## config.mk

```make
export PLATFORM = sky130hd
export DESIGN_NAME = tmr_scrub_ctrl
export DESIGN_NICKNAME = d
export VERILOG_FILES = /design/src/rtl/tmr_pkg.sv /design/src/rtl/tmr_lane_vote.sv /design/src/rtl/tmr_scrub_ctrl.sv
export SDC_FILE = /design/constraint.sdc
export NUM_CORES = 1
export LEC_CHECK = 0
export CORE_MARGIN = 2
export CORE_UTILIZATION = 30
export CTS_BUF_LIST = sky130_fd_sc_hd__clkbuf_8
export DETAILED_ROUTE_END_ITERATION = 10
export PLACE_DENSITY = 0.64
export SETUP_SLACK_MARGIN = 0.3
export SLEW_MARGIN = 40
export SYNTH_ARGS = -nofsm -noshare
export SYNTH_HDL_FRONTEND = slang
export SYNTH_SLANG_ARGS = --single-unit
```

## constraint.sdc

```tcl
create_clock -name clk -period 4.5 [get_ports clk]
set_input_delay 0.45 -clock clk [delete_from_list [all_inputs] [get_ports clk]]
set_output_delay 0.45 -clock clk [all_outputs]
set_load 0.005 [all_outputs]
```

## src/rtl/tmr_pkg.sv

```systemverilog
// Shared types and constants for the TMR scrub controller and its per-lane voter.
package tmr_pkg;

  localparam int LANES_DEF  = 8;
  localparam int LANE_W_DEF = 16;

  localparam logic [1:0] FAULT_NONE = 2'd3;

  typedef enum logic [1:0] {MONITOR, CONFIRM, RECOVER, SETTLE} state_e;

  function automatic int lane_idx_w(input int lanes);
    return (lanes > 1) ? $clog2(lanes) : 1;
  endfunction

  function automatic logic [2:0] rep_onehot(input logic [1:0] id);
    return (id == FAULT_NONE) ? 3'b000 : (3'b001 << id);
  endfunction

endpackage

```

## src/rtl/tmr_lane_vote.sv

```systemverilog
// One-lane 2-of-3 voter with a replica exclude mask.
// With one replica excluded, nomaj_o reports that the remaining healthy pair disagrees.
module tmr_lane_vote
  import tmr_pkg::*;
#(
  parameter int LANE_W = LANE_W_DEF
) (
  input  logic [LANE_W-1:0] a_i,
  input  logic [LANE_W-1:0] b_i,
  input  logic [LANE_W-1:0] c_i,
  input  logic [2:0]        excl_i,
  output logic [LANE_W-1:0] vote_o,
  output logic [2:0]        outvoted_o,
  output logic              nomaj_o
);

  logic e01, e02, e12;

  always_comb begin
    e01        = (a_i == b_i);
    e02        = (a_i == c_i);
    e12        = (b_i == c_i);
    vote_o     = (a_i & b_i) | (a_i & c_i) | (b_i & c_i);
    outvoted_o = 3'b000;
    nomaj_o    = 1'b0;
    case (excl_i)
      3'b001: begin vote_o = b_i; nomaj_o = !e12; end
      3'b010: begin vote_o = a_i; nomaj_o = !e02; end
      3'b100: begin vote_o = a_i; nomaj_o = !e01; end
      default: begin
        outvoted_o = {e01 & !e02, e02 & !e01, e12 & !e01};
        nomaj_o    = !e01 && !e02 && !e12;
        // No two replicas agree: pass replica 0 rather than a bitwise blend.
        if (nomaj_o) vote_o = a_i;
      end
    endcase
  end

endmodule

```

## src/rtl/tmr_scrub_ctrl.sv

```systemverilog
// TMR supervisor: per-lane voting, outvoted-replica confirm/resync sequencing, fault stats.
// Optional TMR_ERR_INJECT_EN adds a single-bit error injection port set ahead of voting.
module tmr_scrub_ctrl
  import tmr_pkg::*;
#(
  parameter int LANES       = LANES_DEF,
  parameter int LANE_W      = LANE_W_DEF,
  parameter int CONFIRM_CYC = 2,
  parameter int RECOVER_CYC = 4,
  parameter int SETTLE_CYC  = 2,
  parameter int CNT_W       = 8
) (
  input  logic                         clk,
  input  logic                         reset,
  input  logic                         en,
  input  logic [LANES-1:0][LANE_W-1:0] y0,
  input  logic [LANES-1:0][LANE_W-1:0] y1,
  input  logic [LANES-1:0][LANE_W-1:0] y2,
`ifdef TMR_ERR_INJECT_EN
  input  logic                         inj_en,
  input  logic [1:0]                   inj_rep,
  input  logic [lane_idx_w(LANES)-1:0] inj_lane,
`endif
  output logic [LANES-1:0][LANE_W-1:0] y_vote,
  output logic [2:0]                   rep_reset,
  output logic [1:0]                   fault_id,
  output logic [CNT_W-1:0]             fault_cnt0,
  output logic [CNT_W-1:0]             fault_cnt1,
  output logic [CNT_W-1:0]             fault_cnt2,
  output logic                         busy,
  output logic                         unrecoverable
);

  logic [LANES-1:0][LANE_W-1:0] yr [3];
  logic [LANES-1:0][LANE_W-1:0] lane_vote, vote_q;
  logic [LANES-1:0][2:0]        lane_ov;
  logic [LANES-1:0]             lane_nomaj;
  logic [2:0]                   excl, ov_any;
  logic                         nomaj_any, single, multi, rec_entry;
  logic [1:0]                   cand_id;

  state_e                  state_q, state_d;
  logic [1:0]              fault_id_q, fault_id_d;
  logic [7:0]              seq_q, seq_d;
  logic [2:0][CNT_W-1:0]   fcnt_q, fcnt_d;
  logic                    unrec_q, unrec_d;

  always_comb begin
    yr[0] = y0;
    yr[1] = y1;
    yr[2] = y2;
`ifdef TMR_ERR_INJECT_EN
    if (inj_en && inj_rep != FAULT_NONE)
      yr[inj_rep][inj_lane][0] = ~yr[inj_rep][inj_lane][0];
`endif
  end

  assign excl = (state_q == RECOVER || state_q == SETTLE) ? rep_onehot(fault_id_q) : 3'b000;

  for (genvar g = 0; g < LANES; g++) begin : g_lane
    tmr_lane_vote #(.LANE_W(LANE_W)) u_vote (
      .a_i        (yr[0][g]),
      .b_i        (yr[1][g]),
      .c_i        (yr[2][g]),
      .excl_i     (excl),
      .vote_o     (lane_vote[g]),
      .outvoted_o (lane_ov[g]),
      .nomaj_o    (lane_nomaj[g])
    );
  end

  always_comb begin
    ov_any    = 3'b000;
    nomaj_any = 1'b0;
    for (int l = 0; l < LANES; l++) begin
      ov_any    = ov_any | lane_ov[l];
      nomaj_any = nomaj_any | lane_nomaj[l];
    end
    case (ov_any)
      3'b001:  cand_id = 2'd0;
      3'b010:  cand_id = 2'd1;
      3'b100:  cand_id = 2'd2;
      default: cand_id = FAULT_NONE;
    endcase
    single = (cand_id != FAULT_NONE);
    multi  = (ov_any != 3'b000) && !single;
  end

  always_comb begin
    state_d    = state_q;
    fault_id_d = fault_id_q;
    seq_d      = seq_q;
    fcnt_d     = fcnt_q;
    unrec_d    = unrec_q;
    rec_entry  = 1'b0;
    case (state_q)
      MONITOR: begin
        if (nomaj_any || multi) begin
          unrec_d = 1'b1;
        end else if (single && en) begin
          fault_id_d = cand_id;
          if (CONFIRM_CYC <= 1) begin
            state_d   = RECOVER;
            seq_d     = 8'd0;
            rec_entry = 1'b1;
          end else begin
            state_d = CONFIRM;
            seq_d   = 8'd1;
          end
        end
      end
      CONFIRM: begin
        if (!en || nomaj_any || multi || !single) begin
          unrec_d    = unrec_q | (en && (nomaj_any || multi));
          state_d    = MONITOR;
          fault_id_d = FAULT_NONE;
        end else if (cand_id != fault_id_q) begin
          fault_id_d = cand_id;
          seq_d      = 8'd1;
        end else if (seq_q >= 8'(CONFIRM_CYC - 1)) begin
          state_d   = RECOVER;
          seq_d     = 8'd0;
          rec_entry = 1'b1;
        end else begin
          seq_d = seq_q + 8'd1;
        end
      end
      RECOVER: begin
        if (nomaj_any) unrec_d = 1'b1;
        if (seq_q == 8'(RECOVER_CYC - 1)) begin
          state_d = SETTLE;
          seq_d   = 8'd0;
        end else begin
          seq_d = seq_q + 8'd1;
        end
      end
      SETTLE: begin
        if (nomaj_any) unrec_d = 1'b1;
        if (seq_q == 8'(SETTLE_CYC - 1)) begin
          state_d    = MONITOR;
          fault_id_d = FAULT_NONE;
          seq_d      = 8'd0;
        end else begin
          seq_d = seq_q + 8'd1;
        end
      end
      default: state_d = MONITOR;
    endcase
    for (int r = 0; r < 3; r++)
      if (rec_entry && fault_id_d == 2'(r) && fcnt_q[r] != {CNT_W{1'b1}})
        fcnt_d[r] = fcnt_q[r] + 1'b1;
  end

  always_ff @(posedge clk or negedge reset) begin
    if (!reset) begin
      state_q    <= MONITOR;
      fault_id_q <= FAULT_NONE;
      seq_q      <= 8'd0;
      fcnt_q     <= '0;
      unrec_q    <= 1'b0;
      vote_q     <= '0;
    end else begin
      state_q    <= state_d;
      fault_id_q <= fault_id_d;
      seq_q      <= seq_d;
      fcnt_q     <= fcnt_d;
      unrec_q    <= unrec_d;
      vote_q     <= lane_vote;
    end
  end

  // Decoded straight from state so an async reset drops the resync request immediately.
  assign rep_reset     = (state_q == RECOVER) ? rep_onehot(fault_id_q) : 3'b000;
  assign busy          = (state_q != MONITOR);
  assign fault_id      = fault_id_q;
  assign y_vote        = vote_q;
  assign unrecoverable = unrec_q;
  assign fault_cnt0    = fcnt_q[0];
  assign fault_cnt1    = fcnt_q[1];
  assign fault_cnt2    = fcnt_q[2];

endmodule

```

# Yosys cells after proc, flatten, opt, wreduce, memory -nomap -nowiden

Index checks and enable logic that the tools add are counted.

Reductions and logical operators: 66
Shift operators: 1
Mux-type cells: 66
Bitwise operators: 79
Eq/ne operators: 53
Order comparisons: 1
Add/subtract/negate cells: 4

Operators by type and width:

| operator              | count |
|---|---|
| $and A16 B16 Y16      | 24 |
| $eq A16 B16 Y1        | 24 |
| $or A16 B16 Y16       | 16 |
| $pmux W16 S2          | 8 |
| $mux W16              | 8 |
| $mux W8               | 7 |
| $mux W3               | 11 |
| $add A8 B1 Y8 const B | 4 |
| $pmux W8 S4           | 1 |
| $pmux W1 S3           | 9 |
| $logic_not A1 Y1      | 26 |
| $logic_and A1 B1 Y1   | 25 |
| $and A1 B1 Y1         | 24 |
| $mux W2               | 12 |
| $ne A8 B8 Y1 const B  | 3 |
| $or A3 B3 Y3          | 7 |
| $ne A2 B2 Y1 const B  | 7 |
| $pmux W2 S3           | 2 |
| $eq A2 B2 Y1 const B  | 4 |
| $eq A8 B1 Y1 const B  | 1 |
| $eq A8 B2 Y1 const B  | 1 |
| $ge A8 B1 Y1 const B  | 1 |
| $or A1 B1 Y1          | 8 |
| $pmux W2 S4           | 1 |
| 17 further kinds      | 36 |

Register bits: 165
Output and inout bits: 159
Word-level logic and storage cells: 285
Input port bits: 387

# Depth between registers and ports, before layout

Depth after elaboration: 25
Gate-level depth with buffers: 12
Gate-level depth less buffers: 12

# Cells and area by module

Synthesis repeated with hierarchy kept, for this count alone.

Cell total of the unflattened synthesis: 1447
Area total of the unflattened synthesis: 16527.1 um^2

Modules (own cells, without submodules):

| module         | area an instance (um^2) | cells an instance | instances | seq. area each (um^2) |
|---|---|---|---|---|
| tmr_lane_vote  | 1386.3                  | 135               | 8         | 0.0 |
| tmr_scrub_ctrl | 5436.5                  | 367               | 1         | 4131.5 |

# Worst setup path before layout

OpenSTA, ideal clock, no wires.

Kind: in2reg
Start: in y0[76] in the netlist's numbering
End: reg fcnt_q (netlist bit fault_cnt2[1])
Path buffers: 1
Setup time: 0.127 ns
Stages: 11
Path slack: 0.811 ns
Data arrival time: 3.562 ns
Data required time: 4.373 ns
Path through: ha_1 -> nor4_2 -> nand4_1 -> a22o_1 -> or4_4 -> maj3_2 -> o31ai_2 -> o41ai_1 -> or4_1 -> buf_6 -> mux2_1

Word-level cells in the longest chain between the ends: 20
Elaborated cells between the ends (all ways): 44
Classes of those cells: eq/ne: 8; mux: 11; bitwise: 11; reduce/logical: 14

Ends and longest elaborated chain:

| element                                    | line                                        | source |
|---|---|---|
| start, declared                            | tmr_scrub_ctrl.sv:16                        | `input logic [LANES-1:0][LANE_W-1:0] y0,` |
| $eq A16 B16 Y1, on equally long branches   | tmr_lane_vote.sv:20, tmr_lane_vote.sv:21    |  |
| $logic_not A1 Y1, on equally long branches | --                                          |  |
| $and A1 B1 Y1                              | tmr_lane_vote.sv:31                         | `outvoted_o = {e01 & !e02, e02 & !e01, e12 & !e01};` |
| $mux W3                                    | tmr_lane_vote.sv:26                         | `case (excl_i)` |
| $or A3 B3 Y3 (4 in a row)                  | tmr_scrub_ctrl.sv:76                        | `ov_any = ov_any \| lane_ov[l];` |
| $eq A3 B3 Y1, or another cell as far along | tmr_scrub_ctrl.sv:79                        | `case (ov_any)` |
| $pmux W2 S3                                | tmr_scrub_ctrl.sv:79                        |  |
| $ne A2 B2 Y1                               | tmr_scrub_ctrl.sv:85                        | `single = (cand_id != FAULT_NONE);` |
| $logic_not A1 Y1                           | tmr_scrub_ctrl.sv:86, tmr_scrub_ctrl.sv:113 |  |
| $logic_and A1 B1 Y1                        | tmr_scrub_ctrl.sv:86                        | `multi = (ov_any != 3'b000) && !single;` |
| $logic_or A1 B1 Y1 (2 in a row)            | tmr_scrub_ctrl.sv:113                       | `if (!en \|\| nomaj_any \|\| multi \|\| !single) begin` |
| $mux W2                                    | tmr_scrub_ctrl.sv:113                       |  |
| $pmux W2 S3                                | tmr_scrub_ctrl.sv:96                        | `case (state_q)` |
| $eq A2 B2 Y1                               | tmr_scrub_ctrl.sv:150                       | `if (rec_entry && fault_id_d == 2'(r) && fcnt_q[r] != {CNT_W{1'b1}})` |
| $logic_and A1 B1 Y1 (*) (2 in a row)       | tmr_scrub_ctrl.sv:150                       |  |
| end signal, assigned                       | tmr_scrub_ctrl.sv:166                       | `fcnt_q <= fcnt_d;` |
| end, declared                              | tmr_scrub_ctrl.sv:45                        | `logic [2:0][CNT_W-1:0] fcnt_q, fcnt_d;` |

Mark *: on every way between the ends. The rest lies on a longest branch, timed or not.
A chain may end at the register's enable or synchronous reset.

# Worst setup path in the final report

Start: in y0[12] in the netlist's numbering
End: reg fcnt_q (netlist bit fault_cnt1[1])

Word-level cells in the longest chain between the ends: 23
Elaborated cells between the ends (all ways): 50
Classes of those cells: eq/ne: 8; mux: 11; bitwise: 17; reduce/logical: 14

Ends and longest elaborated chain:

| element                                    | line |
|---|---|
| $eq A16 B16 Y1, on equally long branches   | tmr_lane_vote.sv:20, tmr_lane_vote.sv:21 |
| $logic_not A1 Y1, on equally long branches | -- |
| $and A1 B1 Y1                              | tmr_lane_vote.sv:31 |
| $mux W3                                    | tmr_lane_vote.sv:26 |
| $or A3 B3 Y3 (7 in a row)                  | tmr_scrub_ctrl.sv:76 |
| $eq A3 B3 Y1, or another cell as far along | tmr_scrub_ctrl.sv:79 |
| $pmux W2 S3                                | tmr_scrub_ctrl.sv:79 |
| $ne A2 B2 Y1                               | tmr_scrub_ctrl.sv:85 |
| $logic_not A1 Y1                           | tmr_scrub_ctrl.sv:86, tmr_scrub_ctrl.sv:113 |
| $logic_and A1 B1 Y1                        | tmr_scrub_ctrl.sv:86 |
| $logic_or A1 B1 Y1 (2 in a row)            | tmr_scrub_ctrl.sv:113 |
| $mux W2                                    | tmr_scrub_ctrl.sv:113 |
| $pmux W2 S3                                | tmr_scrub_ctrl.sv:96 |
| $eq A2 B1 Y1                               | tmr_scrub_ctrl.sv:150 |
| $logic_and A1 B1 Y1 (*) (2 in a row)       | tmr_scrub_ctrl.sv:150 |

Marked as above.

==> metrics.txt <==
# TYPE chip_impl_metric gauge
chip_impl_info{name="rsz0062_at_grt",value="false"} 1
chip_impl_info{name="tritoncts_clock_tree",value="built"} 1
chip_impl_metric{name="fp.dieH",unit="µm"} 219
chip_impl_info{name="critPathLaunchType",value="primary input"} 1
chip_impl_metric{name="initial_antenna_violation_count",unit=""} 8
chip_impl_info{name="layout.cells.most_common",value="clkdlybuf4s50_1"} 1
chip_impl_metric{name="syn_to_final_growth",unit="%"} 56.9
chip_impl_metric{name="placement.setup.worst_slack",unit="ps"} -380
chip_impl_metric{name="data_required_time_at_the_worst_endpoint",unit="ps"} 4970
chip_impl_metric{name="wirelength_per_cell",unit="µm"} 23.8
chip_impl_metric{name="max-cap-violations",unit=""} 0
chip_impl_metric{name="grt_util_all_layers",unit="%"} 25.0
chip_impl_metric{name="final_hold_viol_count",unit=""} 0
chip_impl_metric{name="post-route-period-util",unit="%"} 91.5
chip_impl_metric{name="power.density",unit="nW/µm²"} 184
chip_impl_metric{name="initial_core_util",unit="%"} 30.5
chip_impl_metric{name="detailedRoute.firstIterationViolations",unit=""} 819
chip_impl_metric{name="drcViolationCount",unit=""} 0
chip_impl_info{name="top_cell_family_by_delay_on_the_critical_path",value="simple AND/OR/NAND/NOR gates"} 1
chip_impl_metric{name="final-seq-area",unit="µm²"} 4130
chip_impl_metric{name="grt_pass1_vias",unit=""} 15100
chip_impl_info{name="path_cells",value="clkdlybuf4s50_1 > ha_1 > nor4_4 > and4_1 > buf_4 > o22ai_1 > or4_4 > maj3_2 > nor2_1 > or3b_4 > nor4bb_4 > buf_4 > mux2_2"} 1
chip_impl_metric{name="placed_area",unit="µm²"} 21100
chip_impl_metric{name="fill_cells",unit=""} 4235
chip_impl_metric{name="critical_path_buf_inv_count",unit=""} 3
chip_impl_info{name="ys_top_cells_by_area",value="ha_1 35%, dfrtp_1 29%, a221o_1 9.2%"} 1
chip_impl_info{name="timing.hold.worst.start",value="y0[110]"} 1
chip_impl_metric{name="ctsLongestPathBuffers",unit=""} 2
chip_impl_metric{name="post_route_cells_drive_above_1_share",unit="%"} 12.4
chip_impl_metric{name="relSlewSlack",unit="%"} 44.8
chip_impl_metric{name="slew_viol_final",unit=""} 0
chip_impl_info{name="outcome",value="finished, final reports clean"} 1
chip_impl_metric{name="antenna_violating_nets_post_route",unit=""} 0
chip_impl_metric{name="worst_hold_slack",unit="ps"} 224
chip_impl_metric{name="tightestPinTransition",unit="ps"} 827
chip_impl_metric{name="p_total",unit="µW"} 4010
chip_impl_metric{name="synthesis.instances",unit=""} 1248
chip_impl_metric{name="clock-sinks",unit=""} 165
chip_impl_metric{name="proportion_of_synthesized_chip_area_in_sequential_cells",unit="%"} 29.8
chip_impl_metric{name="dieArea",unit="µm²"} 47900
chip_impl_metric{name="final_core_occ",unit="%"} 47.8
chip_impl_info{name="root_buffer",value="clkbuf_8"} 1
chip_impl_metric{name="io_pins",unit=""} 546
chip_impl_metric{name="drt_pre_antenna_iters",unit=""} 5
chip_impl_metric{name="count_of_nets_after_finishing",unit=""} 2705
chip_impl_metric{name="via_per_inst",unit=""} 5.55
chip_impl_metric{name="num_rows",unit=""} 78
chip_impl_metric{name="critical-path-max-stage-delay",unit="ps"} 590
chip_impl_metric{name="clkLatencyLatePin",unit="ps"} 580
chip_impl_metric{name="report.final.setup_viol",unit=""} 0
chip_impl_metric{name="fin_crit",unit="ps"} 4120
chip_impl_metric{name="worst_slack",unit="ps"} 384
chip_impl_metric{name="total_area_of_multi_input_combinational_cells",unit="µm²"} 9740
chip_impl_metric{name="worst-endpoint-arrival",unit="ps"} 4580
chip_impl_metric{name="detailroute.via_count",unit=""} 14100
chip_impl_metric{name="dp_hpwl",unit="µm"} 50200
chip_impl_metric{name="placeableCoreArea",unit="µm²"} 45500
chip_impl_info{name="hold_class",value="primary input to flop"} 1
chip_impl_info{name="crit_start",value="y0[12]"} 1
chip_impl_metric{name="clkSlewWorstSetupHoldPaths",unit="ps"} 100
chip_impl_info{name="worst-setup-path-type",value="primary input to flop"} 1
chip_impl_metric{name="leakage_dissipation",unit="µW"} 0.00954
chip_impl_metric{name="yosysTopAreaCellShare",unit="%"} 35.2
chip_impl_info{name="mostFrequentLayoutCells",value="543 x clkdlybuf4s50_1, 390 x ha_1, 163 x dfrtp_1"} 1
chip_impl_metric{name="grt_max_degree",unit=""} 84
chip_impl_metric{name="port_buffers",unit=""} 545
chip_impl_metric{name="synth_cell_types",unit=""} 49
chip_impl_info{name="crit_path_end_kind",value="flop"} 1
chip_impl_metric{name="final_cell_area",unit="µm²"} 21700
chip_impl_metric{name="avg_inst_size_synth",unit="µm²"} 11.1
chip_impl_metric{name="x_dimension_of_the_die",unit="µm"} 219
chip_impl_info{name="cpMaxStageDelayCell",value="or4_4"} 1
chip_impl_metric{name="grt_remaining_overflow",unit=""} 0
chip_impl_info{name="worst_path_most_repeated_cell",value="buf_4"} 1
chip_impl_metric{name="ctsHtreeMaxLevel",unit=""} 4
chip_impl_metric{name="tritoncts.num_buffers",unit=""} 17
chip_impl_metric{name="fin_skew",unit="ps"} 11.4
chip_impl_metric{name="critical_path.max_fanout",unit=""} 7
chip_impl_metric{name="routed_wl",unit="µm"} 60700
chip_impl_metric{name="power.ir.vdd_worst",unit="mV"} 0.147
chip_impl_metric{name="ys.warnings.count",unit=""} 0
chip_impl_info{name="yosys.area.top_type",value="ha_1"} 1
chip_impl_metric{name="timing.fmax",unit="MHz"} 243
chip_impl_metric{name="globalplace.congestion",unit=""} 0.911
chip_impl_metric{name="netlist_area",unit="µm²"} 13900
chip_impl_metric{name="synthesis.nets",unit=""} 2025
chip_impl_metric{name="grt_first_pass_wirelength",unit="µm"} 89200
chip_impl_metric{name="ys_seq_elements",unit=""} 165
[through the flow]
stage,setup TNS [ps],instances
final,0,2545
after global routing,0,2543
after CTS,0,2540
after detailed placement,-6020,2507
after global placement,-6710,2505
after floorplan,0,1248
[final timing paths]
kind / to / slack, ps / depth (start not counted)
min in group asynchronous: y_vote[76] / 380 / 2
max in group asynchronous: y_vote[11] / 3160 / 3
max reg2reg: fault_cnt2[7] / 1170 / 11
max: fault_cnt1[1] / 380 / 13
min reg2reg: unrecoverable / 500 / 1
min: y_vote[110] / 220 / 2
[synthesized netlist by cell type (all sizes together)]
master and number:
nand4 37, mux2i 2, nand2 22, a22o 8, dfstp 2, xnor2 15, o21bai 1, nor3b 1
and3 13, mux2 3, dfrtp 163, nor2 79, o21ba 1, and2 2, clkbuf 27, nand3 16
inv 10, o31a 80, o31ai 1, o21ai 14, o22ai 10, a21boi 1, o21a 1, ha 390
a211o 1, or3b 3, a41o 1, nor3 61, buf 8, nor2b 6, and4 8, maj3 1
or4 4, xor2 7, o41ai 1, a31oi 4, nor4bb 1, a221o 128, nor4 105, a21oi 10
[routing by layer]
metal  wire [µm]  track usage, %  up-vias  part of all wire [%]
met1       23600            27.8     6926                    39
met3        5030            8.05       99                   8.3
met4        1850            8.24        4                   3.0
li1            -               -     6540                     -
met2       30200            45.0      559                    50
met5          23               0        -                 0.038
[kinds of logic (layout without fill, tap and decap cells)]
kind of cell	count (synthesis)	count (layout)	share of synthesized area, %
AOI/OAI and AO/OA	262	262	16.8
xor gates and xnor gates	22	22	1.39
adders and majority gates	391	391	35.3
buffers and inverters	45	738	1.28
DFF	165	165	29.8
muxes	5	5	0.388
other	0	4	0
and+or+nand+nor	358	358	15.0
[registers in the layout (all words and copies together) (netlist names), named ones only]
name,count
fault_cnt1,8
fault_cnt2,8
fault_id,2
unrecoverable,1
y_vote,128
fault_cnt0,8
state_q,1
seq_q,8
[worst register-to-register path, cell delays in order, from the launching register on]
cell and delay [ps]:
dfrtp_1 660, inv_1 240, a21oi_1 500, a31oi_2 80
and3_1 210, and3_1 170, nor2_1 210, o41ai_2 130
or4_1 520, buf_4 190, nor3_2 180, xor2_1 160
[report_power, final]
group	switching (µW)	internal, µW	total [µW]
logic	523	709	1230
registers	20.5	1540	1560
clock network	686	528	1210
[layout make-up]
cell class                 instances  share of cell area, %
tap                              600                   3.45
clock inverter                    13                  0.679
antenna                            4                 0.0460
multi-input combinational       1038                   44.8
clock buffer                      19                   1.20
inverter                          10                  0.173
timing repair buffer             696                   30.6
sequential                       165                   19.0
[timing repair]
item / 4_1_cts / 5_1_grt
pin swaps: 0 / 6
setup endpoints to repair: 3 / 26
hold buffers: 1 / 0
setup buffers: 0 / 1
hold endpoints to repair: 45 / 0
resized for setup: 2 / 25
Note: power is estimated with default switching activity, not from simulation.
==> RTL edit 1 (same settings) <==
Change the package constant `LANES_DEF` from 8 to 7.
--- a/src/rtl/tmr_pkg.sv
+++ b/src/rtl/tmr_pkg.sv
@@ -1,7 +1,7 @@
 // Shared types and constants for the TMR scrub controller and its per-lane voter.
 package tmr_pkg;
 
-  localparam int LANES_DEF  = 8;
+  localparam int LANES_DEF  = 7;
   localparam int LANE_W_DEF = 16;
 
   localparam logic [1:0] FAULT_NONE = 2'd3;
Interface: changed (resized y0, y1, y2 and y_vote); port bits go from 546 to 482. No check against the original RTL was run, so the function may have changed too.
==> RTL edit 1 against the original RTL <==
  * Design area shrank 3.2%
  * Routed wire length decreased by 14%
  * Maximum frequency up 0.26%
  * Non-clock buffer count increased by 42
  * Setup slack gained 11 ps
  * Power decreased by 2.8%
  * Largest cell class unchanged
  * Synthesized area is 9.6% lower
  * Via count fell by 8.7%
  * Sequential cell count fell by 16
  * Count of clock-buffer cells in the layout fell by 2
==> RTL edit 1: results (changes against the original RTL) <==
status completed; first-pass GRT wire length 78,050 µm (-13%); wl on met1 20,850 µm (-12%); max reg flops 112 (-13%); met2 routed WL 25,970 µm (-14%); DP Wirelength 42,220 µm (-16%); critical path peak fanout 7 (unchanged); DR WL met3 3974 µm (-21%); top cells by area, synth ha_1, dfrtp_1, a221o_1; Netlist cell types 63 (+29%); syn_area_per_cell 11.44 µm² (+3.1%); Clock transition at path regs 100 ps (about the same); H-tree levels 4 (unchanged); largest net degree at the start of global routing 84 (unchanged); Synth Area in XOR/XNOR 0.01609 (+0.002184); Syn Nets 1,775 (-12%); Least-Margin Pin Slew 714.2 ps (-113.0 ps); met3 Usage GRT 0.06777 (-0.01275); CP peak stage delay 600 ps; Root Buffer clkbuf_8; Seq/Total Area, Yosys 0.2980 (about the same); Compound-Gate Fraction of Synth Area 0.2087 (+0.04035); met1 track demand over resource 0.2672 (-0.01077); Synth Area in Adders 0.3426 (-0.01040); Async S/R FF share, synth 1.000 (unchanged); mux cell area share after synthesis 0.002998 (-0.0008847); antenna violations before repair 4 (-4); GRT Util Overall 0.2341 (-0.01626); routability cong. 0.9455 (+3.8%); uppermost layer routed met4; Pleak 9.319 nW (-2.3%); vias in the first global route 13.70k (-9.2%); nets 2,494 (-7.8%); maximum vdd ir drop 0.0001865 V (+27%); most instantiated cells after synthesis ha_1, dfrtp_1, a221o_1, o31a_1, nor4_1; Main synth FF type dfrtp_1; Vias/cell 5.464 (-1.6%); WL per Instance 22.20 µm (-6.9%); layout cells sized above 1 0.2048 (+0.08066); grt met2 use 0.4114 (-0.03842); Port Buffer Count 481 (-12%); worst skew pair latency 490 ps (-90 ps); Crit path arrival time 4500 ps (-80 ps); DRT Wirelength 52,430 µm (-14%); Placement Cell Area 19,730 µm² (-6.6%); crit path max-delay cell type clkdlybuf4s50_1; fillers 3,669 (-13%); Worst Hold Class primary input to register; placed cells 2,316 (-7.6%); Post-Route Skew 12.58 ps (+1.222 ps); DRT iter0 DRCs 683 (-17%); total CTS buffers 17 (unchanged)
==> RTL edit 1: cell count changes after synthesis, moves of 8 or more <==
cell	before	now
nand2_1	22	14
o31a_1	80	112
ha_1	390	342
nor2_1	79	25
nor4_1	88	77
dfrtp_1	163	147
nor3_1	58	5
a221o_1	128	112
==> RTL edit 1: worst max-delay path: cells and delay by family <==
| kind | cells | cell delay [ps] |
|---|---|---|
| simple gates | 7 | 2290 |
| buf+inv | 3 | 910 |
| compound gates | 2 | 420 |
| fa+ha+maj | 1 | 280 |
| xor+xnor | 1 | 150 |
==> RTL edit 1: final cells by class <==
cell class / count / area (µm²) / area share
flip-flops and latches: 149 / 3731 / 0.1773
inverters: 9 / 33.78 / 0.001605
multi-input cells: 898 / 9290 / 0.4414
clock buffers: 17 / 234.0 / 0.01112
well taps: 532 / 665.6 / 0.03163
clock inverters: 15 / 229.0 / 0.01088
diodes: 4 / 10.01 / 0.0004756
repair buffers: 738 / 6852 / 0.3256
==> RTL edit 1: path summary, 6_finish.rpt <==
path,startpoint,to,slack (ps),cells after the start
setup / recovery,y0[98],fault_cnt0[4]$_DFFE_PN0P_,390,14
hold / removal,y0[1],y_vote[1]$_DFF_PN0_,350,3
setup reg to reg,fault_id[0]$_DFF_PN1_,fault_cnt2[1]$_DFFE_PN0P_,700,10
hold reg to reg,unrecoverable$_DFFE_PN0P_,unrecoverable$_DFFE_PN0P_,490,1
max in group asynchronous,reset,y_vote[39]$_DFF_PN0_,2990,3
min in group asynchronous,reset,y_vote[48]$_DFF_PN0_,500,2
==> RTL edit 1: timing repair <==
action | in CTS | in global routing
endpoints found under the setup margin | 34 | 29
buffers inserted | 2 | 7
pin swaps | 4 | 47
gates resized for setup | 8 | 109
cloned | 0 | 0
hold endpoints to repair | 64 | 0
hold buffers | 1 | 0
==> RTL edit 1: cell families (layout without fill, tap and decap cells) <==
group	after synthesis	count (layout)
other	0	4
XOR/XNOR	23	23
AND/OR/NAND/NOR	235	235
buffers and inverters	47	779
flip-flops	149	149
adder cells (fa/ha/maj)	343	343
multiplexers	3	3
AO/OA/AOI/OAI	294	294
==> RTL edit 1: per-stage QoR <==
stage / worst slack, ps / hold slack, ps / total power (W) / setup TNS (ps)
2_1_floorplan: 665.2 / 154.4 / 0.001717 / 0
3_3_place_gp: -517.7 / 456.7 / 0.002488 / -13520
3_5_place_dp: -632.8 / 463.3 / 0.002518 / -17340
4_1_cts: 304.5 / 487.5 / 0.003840 / 0
5_1_grt: 248.5 / 315.0 / 0.004100 / 0
6_report: 394.3 / 351.6 / 0.003892 / 0
==> RTL edit 1: power breakdown <==
part	switching, W	internal, W	leakage, nW
logic	0.000498	0.000699	7.28
registers	0.0000174	0.00139	1.81
clock network	0.000622	0.000666	0.225
==> RTL edit 2 (same flow settings) <==
Made on the original files. Register the inputs `en`, `y0`, `y1` and `y2` before use, cleared by the reset. The logic sees them one clock later.
--- a/src/rtl/tmr_scrub_ctrl.sv
+++ b/src/rtl/tmr_scrub_ctrl.sv
@@ -31,6 +31,25 @@
   output logic                         unrecoverable
 );
 
+  logic en_q;
+  logic [LANES-1:0][LANE_W-1:0] y0_q;
+  logic [LANES-1:0][LANE_W-1:0] y1_q;
+  logic [LANES-1:0][LANE_W-1:0] y2_q;
+
+  always_ff @(posedge clk or negedge reset) begin
+    if (!reset) begin
+      en_q <= '0;
+      y0_q <= '0;
+      y1_q <= '0;
+      y2_q <= '0;
+    end else begin
+      en_q <= en;
+      y0_q <= y0;
+      y1_q <= y1;
+      y2_q <= y2;
+    end
+  end
+
   logic [LANES-1:0][LANE_W-1:0] yr [3];
   logic [LANES-1:0][LANE_W-1:0] lane_vote, vote_q;
   logic [LANES-1:0][2:0]        lane_ov;
@@ -46,9 +65,9 @@
   logic                    unrec_q, unrec_d;
 
   always_comb begin
-    yr[0] = y0;
-    yr[1] = y1;
-    yr[2] = y2;
+    yr[0] = y0_q;
+    yr[1] = y1_q;
+    yr[2] = y2_q;
 `ifdef TMR_ERR_INJECT_EN
     if (inj_en && inj_rep != FAULT_NONE)
       yr[inj_rep][inj_lane][0] = ~yr[inj_rep][inj_lane][0];
@@ -97,7 +116,7 @@
       MONITOR: begin
         if (nomaj_any || multi) begin
           unrec_d = 1'b1;
-        end else if (single && en) begin
+        end else if (single && en_q) begin
           fault_id_d = cand_id;
           if (CONFIRM_CYC <= 1) begin
             state_d   = RECOVER;
@@ -110,8 +129,8 @@
         end
       end
       CONFIRM: begin
-        if (!en || nomaj_any || multi || !single) begin
-          unrec_d    = unrec_q | (en && (nomaj_any || multi));
+        if (!en_q || nomaj_any || multi || !single) begin
+          unrec_d    = unrec_q | (en_q && (nomaj_any || multi));
           state_d    = MONITOR;
           fault_id_d = FAULT_NONE;
         end else if (cand_id != fault_id_q) begin
Check against the original RTL: not equivalent (a bounded check fails within 4 cycles, from zero or initial values and one cycle with reset low).
==> RTL edit 2 against the original RTL <==
  * Synthesized cell count up 27%
  * Sequential share of layout area up 22 points
  * Maximum frequency decreased by 0.67%
  * Synthesized area up 71%
  * Routed wire length up 28%
  * Setup slack got worse by 28 ps
  * Sequential cell count grew 385
  * Design area rose by 55%
  * Register-to-register slack got worse by 810 ps
  * Power increased to 2.8 times the old value
  * Final cell count rose by 33%
  * Clock power grew to 3.8 times the old value
  * Critical path type is now register to register
  * Largest cell class is now sequential cells
==> RTL edit 2: results (changes against the original RTL) <==
Max Root-Sink Buffers 3 (+1); vias in the first global route 18.92k (+25%); met2 routed WL 38,110 µm (+26%); wl on met1 30,340 µm (+29%); GRT Util Overall 0.1882 (-0.06220); status completed; maximum vdd ir drop 0.0002123 V (+45%); Netlist cell types 60 (+22%); first-pass GRT wire length 115,100 µm (+29%); antenna violations before repair 20 (+12); Seq/Total Area, Yosys 0.5819 (+0.2838); worst skew pair latency 700 ps (+120 ps); Post-Place Worst Slack -24.15 ps (+355.4 ps); total CTS buffers 97 (+80); routability cong. 0.8981 (-1.4%); min-delay src y0[68]; DP Wirelength 59,040 µm (+18%); worst r2r dst fault_cnt2[7]$_DFFE_PN0P_; Least-Margin Pin Slew 818.1 ps (-9.120 ps); DR WL met3 6017 µm (+20%); Post-Route Skew 43.17 ps (+31.81 ps); uppermost layer routed met5; Pleak 14.53 nW (+52%); met3 Usage GRT 0.05824 (-0.02229); Comb power frac 0.109 (-0.199); DRT iter0 DRCs 865 (+5.6%); critical path peak fanout 8 (+1); met1 track demand over resource 0.2231 (-0.05487); Port Buffer Count 545 (unchanged); Placement Cell Area 30,730 µm² (+45%); Worst R2R Path Depth 13 (+2); nets 3,043 (+12%); crit path max-delay cell type or4_4; R2R setup slack 360 ps (-810 ps); WL per Instance 22.93 µm (-3.8%); largest net degree at the start of global routing 137 (+63%); top cells by area, synth dfrtp_1, ha_1, a221o_1; H-tree levels 3 (-1); sw power 0.002809 W (+130%); core area 77,720 µm² (+71%); Vias 17.00k (+20%); layout cells sized above 1 0.1432 (+0.01900); tightest hold margin 184.3 ps (-39.40 ps); CP startpoint kind register; CP peak stage delay 580 ps; Root Buffer clkbuf_8; most instantiated cells after synthesis dfrtp_1, ha_1, o31a_1, a221o_1, nor4_1; sequential group share of total power 0.478 (+0.089); grt met2 use 0.3178 (-0.1320); Synth Area in Adders 0.2067 (-0.1463); Crit path arrival time 4750 ps (+170 ps); Synth Area in XOR/XNOR 0.009996 (-0.003909); Compound-Gate Fraction of Synth Area 0.1180 (-0.05031); share of the synthesized area in the top cell type 0.5797 (+0.2275); Clock transition at path regs 60 ps (-40 ps); Syn Nets 2,366 (+17%); worst hold endpoint y0_q[68]$_DFF_PN0_; hold depth 1 (-1); mux cell area share after synthesis 0.001851 (-0.002031)
==> RTL edit 2: worst max path at each step <==
stage	to	slack, ps	startpoint
after floorplan	fault_cnt0[1]$_DFFE_PN0P_	900	y1_q[29]$_DFF_PN0_
after global placement	fault_cnt0[6]$_DFFE_PN0P_	100	y2_q[29]$_DFF_PN0_
after detailed placement	fault_cnt2[7]$_DFFE_PN0P_	-20	y1_q[45]$_DFF_PN0_
after CTS	fault_cnt0[6]$_DFFE_PN0P_	300	y0_q[76]$_DFF_PN0_
after global routing	fault_cnt0[6]$_DFFE_PN0P_	230	y1_q[33]$_DFF_PN0_
final	fault_cnt2[7]$_DFFE_PN0P_	360	y2_q[73]$_DFF_PN0_
==> RTL edit 2: what timing repair did <==
item                                    CTS  global route
buffers inserted                          9            11
hold buffers                              1             0
pin swaps                                 5            24
resized for setup                        16            88
hold endpoints to repair                 83             0
endpoints found under the setup margin   26            29
==> RTL edit 2: per-stage QoR <==
stage | instances | setup TNS [ps] | power (W)
3_3_place_gp | 3185 | 0 | 0.006528
3_5_place_dp | 3185 | -24.15 | 0.006570
6_report | 3385 | 0 | 0.01123
4_1_cts | 3361 | 0 | 0.01133
2_1_floorplan | 1589 | 0 | 0.005734
5_1_grt | 3379 | 0 | 0.01178
==> RTL edit 2: layout make-up <==
| type | count | area (µm²) |
|---|---|---|
| multi-input combinational | 989 | 10420 |
| clock buffer | 124 | 1707 |
| fill | 6982 | 44100 |
| sequential | 550 | 13770 |
| antenna | 12 | 30.03 |
| inverter | 10 | 37.54 |
| clock inverter | 42 | 251.5 |
| timing repair buffer | 618 | 6113 |
| tap | 1040 | 1301 |
